$ cat config.mk
export PLATFORM = sky130hd
export DESIGN_NAME = pattern_player
export DESIGN_NICKNAME = d
export VERILOG_FILES = /design/src/rtl/pattern_player_pkg.sv /design/src/rtl/pattern_player_sync_fifo.sv /design/src/rtl/pattern_player.sv
export SDC_FILE = /design/constraint.sdc
export NUM_CORES = 1
export LEC_CHECK = 0
export CAP_MARGIN = 5
export CORE_MARGIN = 2
export CORE_UTILIZATION = 45
export CTS_BUF_LIST = sky130_fd_sc_hd__clkbuf_4
export DETAILED_ROUTE_END_ITERATION = 10
export GPL_ROUTABILITY_DRIVEN = 0
export PLACE_DENSITY = 0.66
export REMOVE_ABC_BUFFERS = 1
export SLEW_MARGIN = 10
export SYNTH_ARGS = -nofsm -noshare
export SYNTH_HDL_FRONTEND = slang
export SYNTH_HIERARCHICAL = 1
export SYNTH_SLANG_ARGS = --single-unit
$ cat constraint.sdc
create_clock -name clock -period 4.8 [get_ports clock]
set_clock_uncertainty 0.2 [all_clocks]
set_input_delay 0.96 -clock clock [delete_from_list [all_inputs] [get_ports clock]]
set_output_delay 0.96 -clock clock [all_outputs]
set_load 0.1 [all_outputs]
$ cat src/rtl/pattern_player_pkg.sv
// -----------------------------------------------------------------------------
// pattern_player_pkg
//   Shared definitions for the pattern player and its neighbours (MMIO decode,
//   LED flasher, audio unit): color codes, FSM state encoding and the flash
//   command bundle that travels with each strobe.
// -----------------------------------------------------------------------------
package pattern_player_pkg;

    localparam int COLOR_W = 2;

    typedef enum logic [COLOR_W-1:0] {
        COLOR_RED    = 2'b00,
        COLOR_BLUE   = 2'b01,
        COLOR_GREEN  = 2'b10,
        COLOR_YELLOW = 2'b11
    } color_e;

    typedef enum logic [1:0] {
        ST_IDLE = 2'b00,
        ST_LOAD = 2'b01,
        ST_ON   = 2'b10,
        ST_GAP  = 2'b11
    } state_e;

    // Everything the LED and audio units see on a strobe.
    typedef struct packed {
        logic   strobe;
        logic   on_off;
        color_e color;
    } flash_cmd_t;

endpackage : pattern_player_pkg

$ cat src/rtl/pattern_player_sync_fifo.sv
// -----------------------------------------------------------------------------
// sync_fifo
//   Single-clock FIFO with a registered occupancy count. The head entry is
//   visible combinationally on rd_data so a pop and its data share one cycle.
//
//   Ports
//     clock    : rising-edge clock
//     reset    : synchronous, active-low
//     flush    : empty the FIFO at the next edge (beats wr_en and rd_en)
//     wr_en    : push wr_data; accepted when not full, or when full with a
//                concurrent pop
//     wr_data  : WIDTH-bit entry to push
//     rd_en    : pop the head entry (ignored when empty)
//     rd_data  : current head entry
//     full     : count == DEPTH
//     empty    : count == 0
//     count    : entries held, 0..DEPTH
// -----------------------------------------------------------------------------
module sync_fifo #(
    parameter int DEPTH = 16,
    parameter int WIDTH = 2
) (
    input  logic                     clock,
    input  logic                     reset,
    input  logic                     flush,
    input  logic                     wr_en,
    input  logic [WIDTH-1:0]         wr_data,
    input  logic                     rd_en,
    output logic [WIDTH-1:0]         rd_data,
    output logic                     full,
    output logic                     empty,
    output logic [$clog2(DEPTH):0]   count
);

    localparam int AW = $clog2(DEPTH);
    localparam int CW = AW + 1;

    logic [WIDTH-1:0] mem [DEPTH];
    logic [AW-1:0]    wr_ptr;
    logic [AW-1:0]    rd_ptr;
    logic             rd_ok;
    logic             wr_ok;

    assign full    = (count == CW'(DEPTH));
    assign empty   = (count == '0);
    assign rd_data = mem[rd_ptr];

    assign rd_ok = rd_en && !empty;
    // A pop in the same cycle frees the slot, so a push at full still fits.
    assign wr_ok = wr_en && (!full || rd_ok);

    // NOTE: storage is deliberately not reset; pointers and count define
    // which entries are valid, and a resettable array costs a mux per bit.
    always_ff @(posedge clock) begin
        if (reset && !flush && wr_ok) begin
            mem[wr_ptr] <= wr_data;
        end
    end

    // NOTE: sequential state uses non-blocking assignments only, so every
    // register samples the pre-edge values regardless of statement order.
    always_ff @(posedge clock) begin
        if (!reset) begin
            wr_ptr <= '0;
            rd_ptr <= '0;
            count  <= '0;
        end else if (flush) begin
            wr_ptr <= '0;
            rd_ptr <= '0;
            count  <= '0;
        end else begin
            // Pointers are AW bits wide, so DEPTH (a power of two) wraps them.
            if (wr_ok) wr_ptr <= wr_ptr + AW'(1);
            if (rd_ok) rd_ptr <= rd_ptr + AW'(1);
            case ({wr_ok, rd_ok})
                2'b10:   count <= count + CW'(1);
                2'b01:   count <= count - CW'(1);
                default: count <= count;
            endcase
        end
    end

endmodule : sync_fifo

$ cat src/rtl/pattern_player.sv
// -----------------------------------------------------------------------------
// pattern_player
//   Plays back a queue of color codes as timed on/off flashes. Each entry is
//   popped (LOAD), announced with an "on" strobe, held for on_len cycles,
//   announced with an "off" strobe, then followed by gap_len quiet cycles.
//   When the queue runs dry at the end of a gap, done pulses once.
//
//   Ports
//     clock, reset      : rising-edge clock, synchronous active-low reset
//     wr_en, wr_color   : push a color code into the FIFO
//     start             : begin playback (only from IDLE with data queued)
//     abort             : stop at the next edge and flush; an interrupted
//                         on phase gets a closing off strobe
//     on_len, gap_len   : phase lengths in cycles, latched at start (0 -> 1)
//     strobe            : one-cycle command pulse to LED / audio units
//     color, on_off     : command payload, held between strobes
//     busy              : not IDLE
//     full, empty, count: FIFO status
//     done              : one-cycle pulse when playback ends normally
// -----------------------------------------------------------------------------
module pattern_player
    import pattern_player_pkg::*;
#(
    parameter int DEPTH = 16,
    parameter int CNT_W = 26
) (
    input  logic                   clock,
    input  logic                   reset,
    input  logic                   wr_en,
    input  logic [COLOR_W-1:0]     wr_color,
    input  logic                   start,
    input  logic                   abort,
    input  logic [CNT_W-1:0]       on_len,
    input  logic [CNT_W-1:0]       gap_len,
    output logic                   strobe,
    output logic [COLOR_W-1:0]     color,
    output logic                   on_off,
    output logic                   busy,
    output logic                   full,
    output logic                   empty,
    output logic [$clog2(DEPTH):0] count,
    output logic                   done
);

    state_e             state_q,   state_d;
    logic [CNT_W-1:0]   timer_q,   timer_d;
    logic [CNT_W-1:0]   on_len_q,  on_len_d;
    logic [CNT_W-1:0]   gap_len_q, gap_len_d;
    flash_cmd_t         flash_q,   flash_d;
    logic               done_q,    done_d;

    logic               fifo_wr;
    logic               fifo_rd;
    logic               fifo_flush;
    logic [COLOR_W-1:0] fifo_head;

    // A zero length would otherwise underflow the down-counter.
    function automatic logic [CNT_W-1:0] at_least_one(input logic [CNT_W-1:0] len);
        return (len == '0) ? CNT_W'(1) : len;
    endfunction

    // abort wins over a same-cycle write.
    assign fifo_wr = wr_en && !abort;

    sync_fifo #(
        .DEPTH   (DEPTH),
        .WIDTH   (COLOR_W)
    ) u_fifo (
        .clock   (clock),
        .reset   (reset),
        .flush   (fifo_flush),
        .wr_en   (fifo_wr),
        .wr_data (wr_color),
        .rd_en   (fifo_rd),
        .rd_data (fifo_head),
        .full    (full),
        .empty   (empty),
        .count   (count)
    );

    always_ff @(posedge clock) begin
        if (!reset) begin
            state_q   <= ST_IDLE;
            timer_q   <= '0;
            on_len_q  <= '0;
            gap_len_q <= '0;
            flash_q   <= '{strobe: 1'b0, on_off: 1'b0, color: COLOR_RED};
            done_q    <= 1'b0;
        end else begin
            state_q   <= state_d;
            timer_q   <= timer_d;
            on_len_q  <= on_len_d;
            gap_len_q <= gap_len_d;
            flash_q   <= flash_d;
            done_q    <= done_d;
        end
    end

    // The timer holds the cycles left in the current phase, counting the
    // present one; the phase ends in the cycle where it reads 1.
    always_comb begin
        // NOTE: every output of this block gets a default first, so no path
        // leaves a signal unassigned and no latch is inferred.
        state_d        = state_q;
        timer_d        = timer_q;
        on_len_d       = on_len_q;
        gap_len_d      = gap_len_q;
        flash_d        = flash_q;
        flash_d.strobe = 1'b0;
        done_d         = 1'b0;
        fifo_rd        = 1'b0;
        fifo_flush     = 1'b0;

        if (abort) begin
            state_d    = ST_IDLE;
            timer_d    = '0;
            fifo_flush = 1'b1;
            // Close an interrupted on phase so nothing stays lit or sounding.
            if (state_q == ST_ON) begin
                flash_d.strobe = 1'b1;
                flash_d.on_off = 1'b0;
            end
        end else begin
            case (state_q)
                ST_IDLE: begin
                    if (start && !empty) begin
                        state_d   = ST_LOAD;
                        on_len_d  = at_least_one(on_len);
                        gap_len_d = at_least_one(gap_len);
                    end
                end

                ST_LOAD: begin
                    // Registered strobe lands in the first ON cycle.
                    fifo_rd        = 1'b1;
                    flash_d.color  = color_e'(fifo_head);
                    flash_d.strobe = 1'b1;
                    flash_d.on_off = 1'b1;
                    timer_d        = on_len_q;
                    state_d        = ST_ON;
                end

                ST_ON: begin
                    if (timer_q <= CNT_W'(1)) begin
                        flash_d.strobe = 1'b1;
                        flash_d.on_off = 1'b0;
                        timer_d        = gap_len_q;
                        state_d        = ST_GAP;
                    end else begin
                        timer_d = timer_q - CNT_W'(1);
                    end
                end

                ST_GAP: begin
                    if (timer_q <= CNT_W'(1)) begin
                        timer_d = '0;
                        if (empty) begin
                            done_d  = 1'b1;
                            state_d = ST_IDLE;
                        end else begin
                            state_d = ST_LOAD;
                        end
                    end else begin
                        timer_d = timer_q - CNT_W'(1);
                    end
                end

                default: state_d = ST_IDLE;
            endcase
        end
    end

    assign strobe = flash_q.strobe;
    assign on_off = flash_q.on_off;
    assign color  = flash_q.color;
    assign done   = done_q;
    assign busy   = (state_q != ST_IDLE);

endmodule : pattern_player

==> impl_results.html <==
<table>
<tr><th>Metric</th><th>Value</th></tr>
<tr><th colspan="2">Run status</th></tr>
<tr><td>Run status</td><td>completed</td></tr>
<tr><th colspan="2">Synthesis</th></tr>
<tr><td>Most used standard cells in the synthesized netlist</td><td>sky130_fd_sc_hd__nand2_1 (134), sky130_fd_sc_hd__dfxtp_1 (102), sky130_fd_sc_hd__nor2_1 (60), sky130_fd_sc_hd__a21boi_0 (50), sky130_fd_sc_hd__clkbuf_1 (39)</td></tr>
<tr><td>Combinational family with the most area after synthesis</td><td>simple AND/OR/NAND/NOR gates</td></tr>
<tr><td>Ys async rst share</td><td>0%</td></tr>
<tr><td>Xor/xnor cell area share of the yosys netlist</td><td>1.31%</td></tr>
<tr><td>Arithmetic-cell share of the synthesized area counting full adders, half adders and majority gates</td><td>2.93%</td></tr>
<tr><td>Compound-cell area share of the yosys netlist</td><td>20.5%</td></tr>
<tr><td>Biggest area contributors in the synthesized netlist</td><td>sky130_fd_sc_hd__dfxtp_1 (31%), sky130_fd_sc_hd__edfxtp_1 (14%), sky130_fd_sc_hd__nand2_1 (7.5%)</td></tr>
<tr><td>Post-Synthesis Cells</td><td>732</td></tr>
<tr><td>EDFF count, synth</td><td>32</td></tr>
<tr><td>Number of distinct library cells after synthesis</td><td>74</td></tr>
<tr><td>Flops &amp; latches, synth</td><td>134</td></tr>
<tr><td>Post-synthesis instance area</td><td>0.00667 mm2</td></tr>
<tr><td>Dominant synthesized flop cell</td><td>sky130_fd_sc_hd__dfxtp_1</td></tr>
<tr><td>Avg Cell Area, Syn</td><td>9.11 um2</td></tr>
<tr><td>Most common cell in the synthesized netlist</td><td>sky130_fd_sc_hd__nand2_1</td></tr>
<tr><td>Proportion of netlist area held by the largest area contributor</td><td>30.6%</td></tr>
<tr><td>Fraction of the yosys area taken by sequential cells</td><td>45.0%</td></tr>
<tr><td>Yosys top cell by area</td><td>sky130_fd_sc_hd__dfxtp_1</td></tr>
<tr><td>Simple-gate portion of the synthesized area</td><td>21.8%</td></tr>
<tr><td>Share of cell area taken by muxes after synthesis</td><td>4.07%</td></tr>
<tr><td>Warning count from the yosys run</td><td>6</td></tr>
<tr><th colspan="2">Clock tree</th></tr>
<tr><td>Cell at the root of the clock tree</td><td>sky130_fd_sc_hd__clkbuf_4</td></tr>
<tr><td>Clock tree from TritonCTS</td><td>built</td></tr>
<tr><td># clock sinks</td><td>134</td></tr>
<tr><td>Clock latency on the worst-skew pair</td><td>0.55 ns</td></tr>
<tr><td>Post-CTS Resized</td><td>0</td></tr>
<tr><td>Longest Clk Path Bufs</td><td>2</td></tr>
<tr><td>Number of hold buffers added after CTS</td><td>0</td></tr>
<tr><td>Clock transition at the registers of the reported paths</td><td>0.12 ns</td></tr>
<tr><td>Setup fix buffers added after clock tree synthesis</td><td>0</td></tr>
<tr><td>Inserted Clock Buffers</td><td>17</td></tr>
<tr><td>Number of levels in the clock H-tree</td><td>4</td></tr>
<tr><th colspan="2">Timing</th></tr>
<tr><td>Slew at the pin closest to its max-slew limit</td><td>1.12 ns</td></tr>
<tr><td>FMAX</td><td>249 MHz</td></tr>
<tr><td>Total count of hold-check failures in the final report</td><td>0</td></tr>
<tr><td>Time the worst path needs with I/O delays and setup</td><td>4.01 ns</td></tr>
<tr><td>Unrepaired setup endpoints after global routing</td><td>no</td></tr>
<tr><td>Worst slew margin relative to its limit</td><td>24.7%</td></tr>
<tr><td>Final hold slack</td><td>0.272 ns</td></tr>
<tr><td>Post-route clock period utilization</td><td>83.5%</td></tr>
<tr><td>Final Setup Violations</td><td>0</td></tr>
<tr><td>Final Slew Violations</td><td>0</td></tr>
<tr><th colspan="2">Detailed routing</th></tr>
<tr><td>Count of nets left with antenna violations after detail routing</td><td>0</td></tr>
<tr><td>First-pass iteration count of the detailed router</td><td>5</td></tr>
<tr><td># DRC</td><td>0</td></tr>
<tr><td>Detailed Route Iter0 Violations</td><td>431</td></tr>
<tr><td>Detail-routed net length per standard cell</td><td>17.4 um</td></tr>
<tr><td>Total detailed-routing wirelength</td><td>17100 um</td></tr>
<tr><td>Number of vias per cell after detailed routing</td><td>5.79</td></tr>
<tr><td>Total number of vias</td><td>5706</td></tr>
<tr><th colspan="2">Worst setup path</th></tr>
<tr><td>Kind of end point of the critical path</td><td>output pin</td></tr>
<tr><td>Worst setup path class</td><td>register to output pin</td></tr>
<tr><td>Crit path max fanout</td><td>9</td></tr>
<tr><td>Required time of the critical path</td><td>3.64 ns</td></tr>
<tr><td>Data arrival time of the worst path</td><td>2.85 ns</td></tr>
<tr><td>Critical Path Source Type</td><td>register</td></tr>
<tr><td>Number of cell instances on the worst register-to-register path</td><td>7</td></tr>
<tr><td>Slack of the worst reg-to-reg path</td><td>1.47 ns</td></tr>
<tr><th colspan="2">Placed design</th></tr>
<tr><td>Detailed placer's ending HPWL</td><td>12300 um</td></tr>
<tr><td>Cell Count Post-Placement</td><td>953</td></tr>
<tr><td>Post-detailed-placement cell area</td><td>0.00749 mm2</td></tr>
<tr><td>Buffers on Ports</td><td>71</td></tr>
<tr><th colspan="2">Power and ir drop</th></tr>
<tr><td>Tot Pwr</td><td>2.01 mW</td></tr>
<tr><td>Static leakage power</td><td>2.64 nW</td></tr>
<tr><td>P per Cell Area</td><td>260 mW/mm2</td></tr>
<tr><td>Worst ir drop on vdd</td><td>136 uV</td></tr>
<tr><th colspan="2">Finish</th></tr>
<tr><td>Area added between synthesis and finish</td><td>16.1%</td></tr>
<tr><td>Total non-filler cell area in the finished layout</td><td>0.00774 mm2</td></tr>
<tr><td>Util after Layout</td><td>53.5%</td></tr>
<tr><td>Fraction of layout cells with a size suffix above 1</td><td>9.61%</td></tr>
<tr><td>Final standard cell count with taps included and fillers excluded</td><td>986</td></tr>
<tr><td>Nets</td><td>862</td></tr>
<tr><th colspan="2">Global routing</th></tr>
<tr><td>First-pass GRT wire length</td><td>28300 um</td></tr>
<tr><td>Antenna violations before repair</td><td>1</td></tr>
<tr><td>Largest net degree at the start of global routing</td><td>55</td></tr>
<tr><td>Total overflow reported by the global router</td><td>0</td></tr>
<tr><td>Global Route Usage Sum</td><td>22.2%</td></tr>
<tr><td>Number of global-route vias before repair</td><td>5736</td></tr>
<tr><th colspan="2">Floorplan</th></tr>
<tr><td>Effective utilization at floorplan</td><td>46.1%</td></tr>
<tr><td>Number of core rows</td><td>44</td></tr>
<tr><td>Y dimension of the die</td><td>126 um</td></tr>
<tr><td>Floorplan die area</td><td>0.0158 mm2</td></tr>
<tr><td>Core region area</td><td>0.0145 mm2</td></tr>
<tr><td>Die X</td><td>126 um</td></tr>
<tr><td>Number of top-level pins</td><td>72</td></tr>
<tr><th colspan="2">Min path</th></tr>
<tr><td>Path category of the worst min-delay check</td><td>register to register</td></tr>
<tr><td>Worst hold path cell count</td><td>2</td></tr>
<tr><th colspan="2">Job</th></tr>
<tr><td>Number of max-cap violations</td><td>0</td></tr>
</table>
-- final timing paths --
path | from | endpoint
setup / recovery | u_fifo/count[3]$_SDFFE_PP0P_ | full
hold / removal | on_len_q[3]$_SDFFE_PN0P_ | on_len_q[3]$_SDFFE_PN0P_
setup reg to reg | timer_q[17]$_SDFFE_PP0N_ | timer_q[12]$_SDFFE_PP0N_
hold reg to reg | on_len_q[3]$_SDFFE_PN0P_ | on_len_q[3]$_SDFFE_PN0P_
-- cells by family after synthesis --
kind of cell / count (synthesis)
simple gates: 302
compound gates: 187
flops: 134
buf+inv: 67
mux: 17
fa+ha+maj: 15
xor+xnor: 10
-- cell usage in the layout, fill, tap and decap left out, types with 5 or more instances in the layout --
| master | count |
|---|---|
| sky130_fd_sc_hd__nor2_1 | 60 |
| sky130_fd_sc_hd__clkinvlp_4 | 5 |
| sky130_fd_sc_hd__nor3_1 | 10 |
| sky130_fd_sc_hd__o31ai_1 | 6 |
| sky130_fd_sc_hd__o21ai_0 | 29 |
| sky130_fd_sc_hd__mux2i_1 | 8 |
| sky130_fd_sc_hd__edfxtp_1 | 32 |
| sky130_fd_sc_hd__nor4_1 | 21 |
| sky130_fd_sc_hd__nand3_1 | 8 |
| sky130_fd_sc_hd__mux4_2 | 8 |
| sky130_fd_sc_hd__clkbuf_4 | 18 |
| sky130_fd_sc_hd__a31oi_1 | 6 |
| sky130_fd_sc_hd__dfxtp_1 | 102 |
| sky130_fd_sc_hd__nor2b_1 | 11 |
| sky130_fd_sc_hd__or4_1 | 11 |
| sky130_fd_sc_hd__xnor2_1 | 6 |
| sky130_fd_sc_hd__or3_1 | 8 |
| sky130_fd_sc_hd__nand4_1 | 8 |
| sky130_fd_sc_hd__a21boi_0 | 50 |
| sky130_fd_sc_hd__a221oi_1 | 6 |
| sky130_fd_sc_hd__clkdlybuf4s50_1 | 69 |
| sky130_fd_sc_hd__ha_1 | 14 |
| sky130_fd_sc_hd__nand2_1 | 134 |
| sky130_fd_sc_hd__o22ai_1 | 6 |
| sky130_fd_sc_hd__buf_4 | 16 |
| sky130_fd_sc_hd__nand2b_1 | 5 |
| sky130_fd_sc_hd__a211oi_1 | 9 |
| sky130_fd_sc_hd__inv_1 | 19 |
| sky130_fd_sc_hd__a21oi_1 | 27 |
-- routing by layer --
| metal | GRT usage (%) | wire [um] | vias up |
|---|---|---|---|
| met3 | 5.27 | 822 | 34 |
| met5 | 0 | 0 | - |
| met1 | 27.6 | 7610 | 2725 |
| met2 | 37.5 | 8230 | 173 |
| li1 | - | - | 2774 |
| met4 | 8.92 | 453 | 0 |
-- layout make-up --
type / instances / area, um2
Clock inverter: 14 / 113
Tap cell: 184 / 230
Sequential cell: 134 / 3000
Multi-Input combinational cell: 531 / 3380
Inverter: 19 / 71.3
Antenna cell: 1 / 2.50
Fill cell: 1378 / 6740
Timing Repair Buffer: 85 / 811
Clock buffer: 18 / 135
-- state kept, by name (all words and copies together) (netlist names), 2 cells and up, named ones only --
name,count
u_fifo/mem,32
gap_len_q,26
on_len_q,26
timer_q,26
u_fifo/count,5
u_fifo/rd_ptr,4
u_fifo/wr_ptr,4
color,2
state_q,2
-- report_power, final --
| part | total, mW | switching (mW) | internal (mW) |
|---|---|---|---|
| logic | 0.174 | 0.0934 | 0.0809 |
| registers | 1.17 | 0.00598 | 1.16 |
| clock network | 0.673 | 0.419 | 0.255 |
-- worst max-delay path: stages (launching register included) --
cell and delay, ns:
sky130_fd_sc_hd__dfxtp_1 0.37, sky130_fd_sc_hd__or4_4 0.65, sky130_fd_sc_hd__nor2_1 0.13, sky130_fd_sc_hd__clkdlybuf4s50_1 1.14
-- per-stage QoR --
step,setup slack [ns],TNS [ns]
after floorplan,-0.856,-39.35
after global placement,0.852,0
after detailed placement,0.736,0
after CTS,0.743,0
after global routing,0.664,0
final,0.792,0
(Power assumes the default switching activity.)
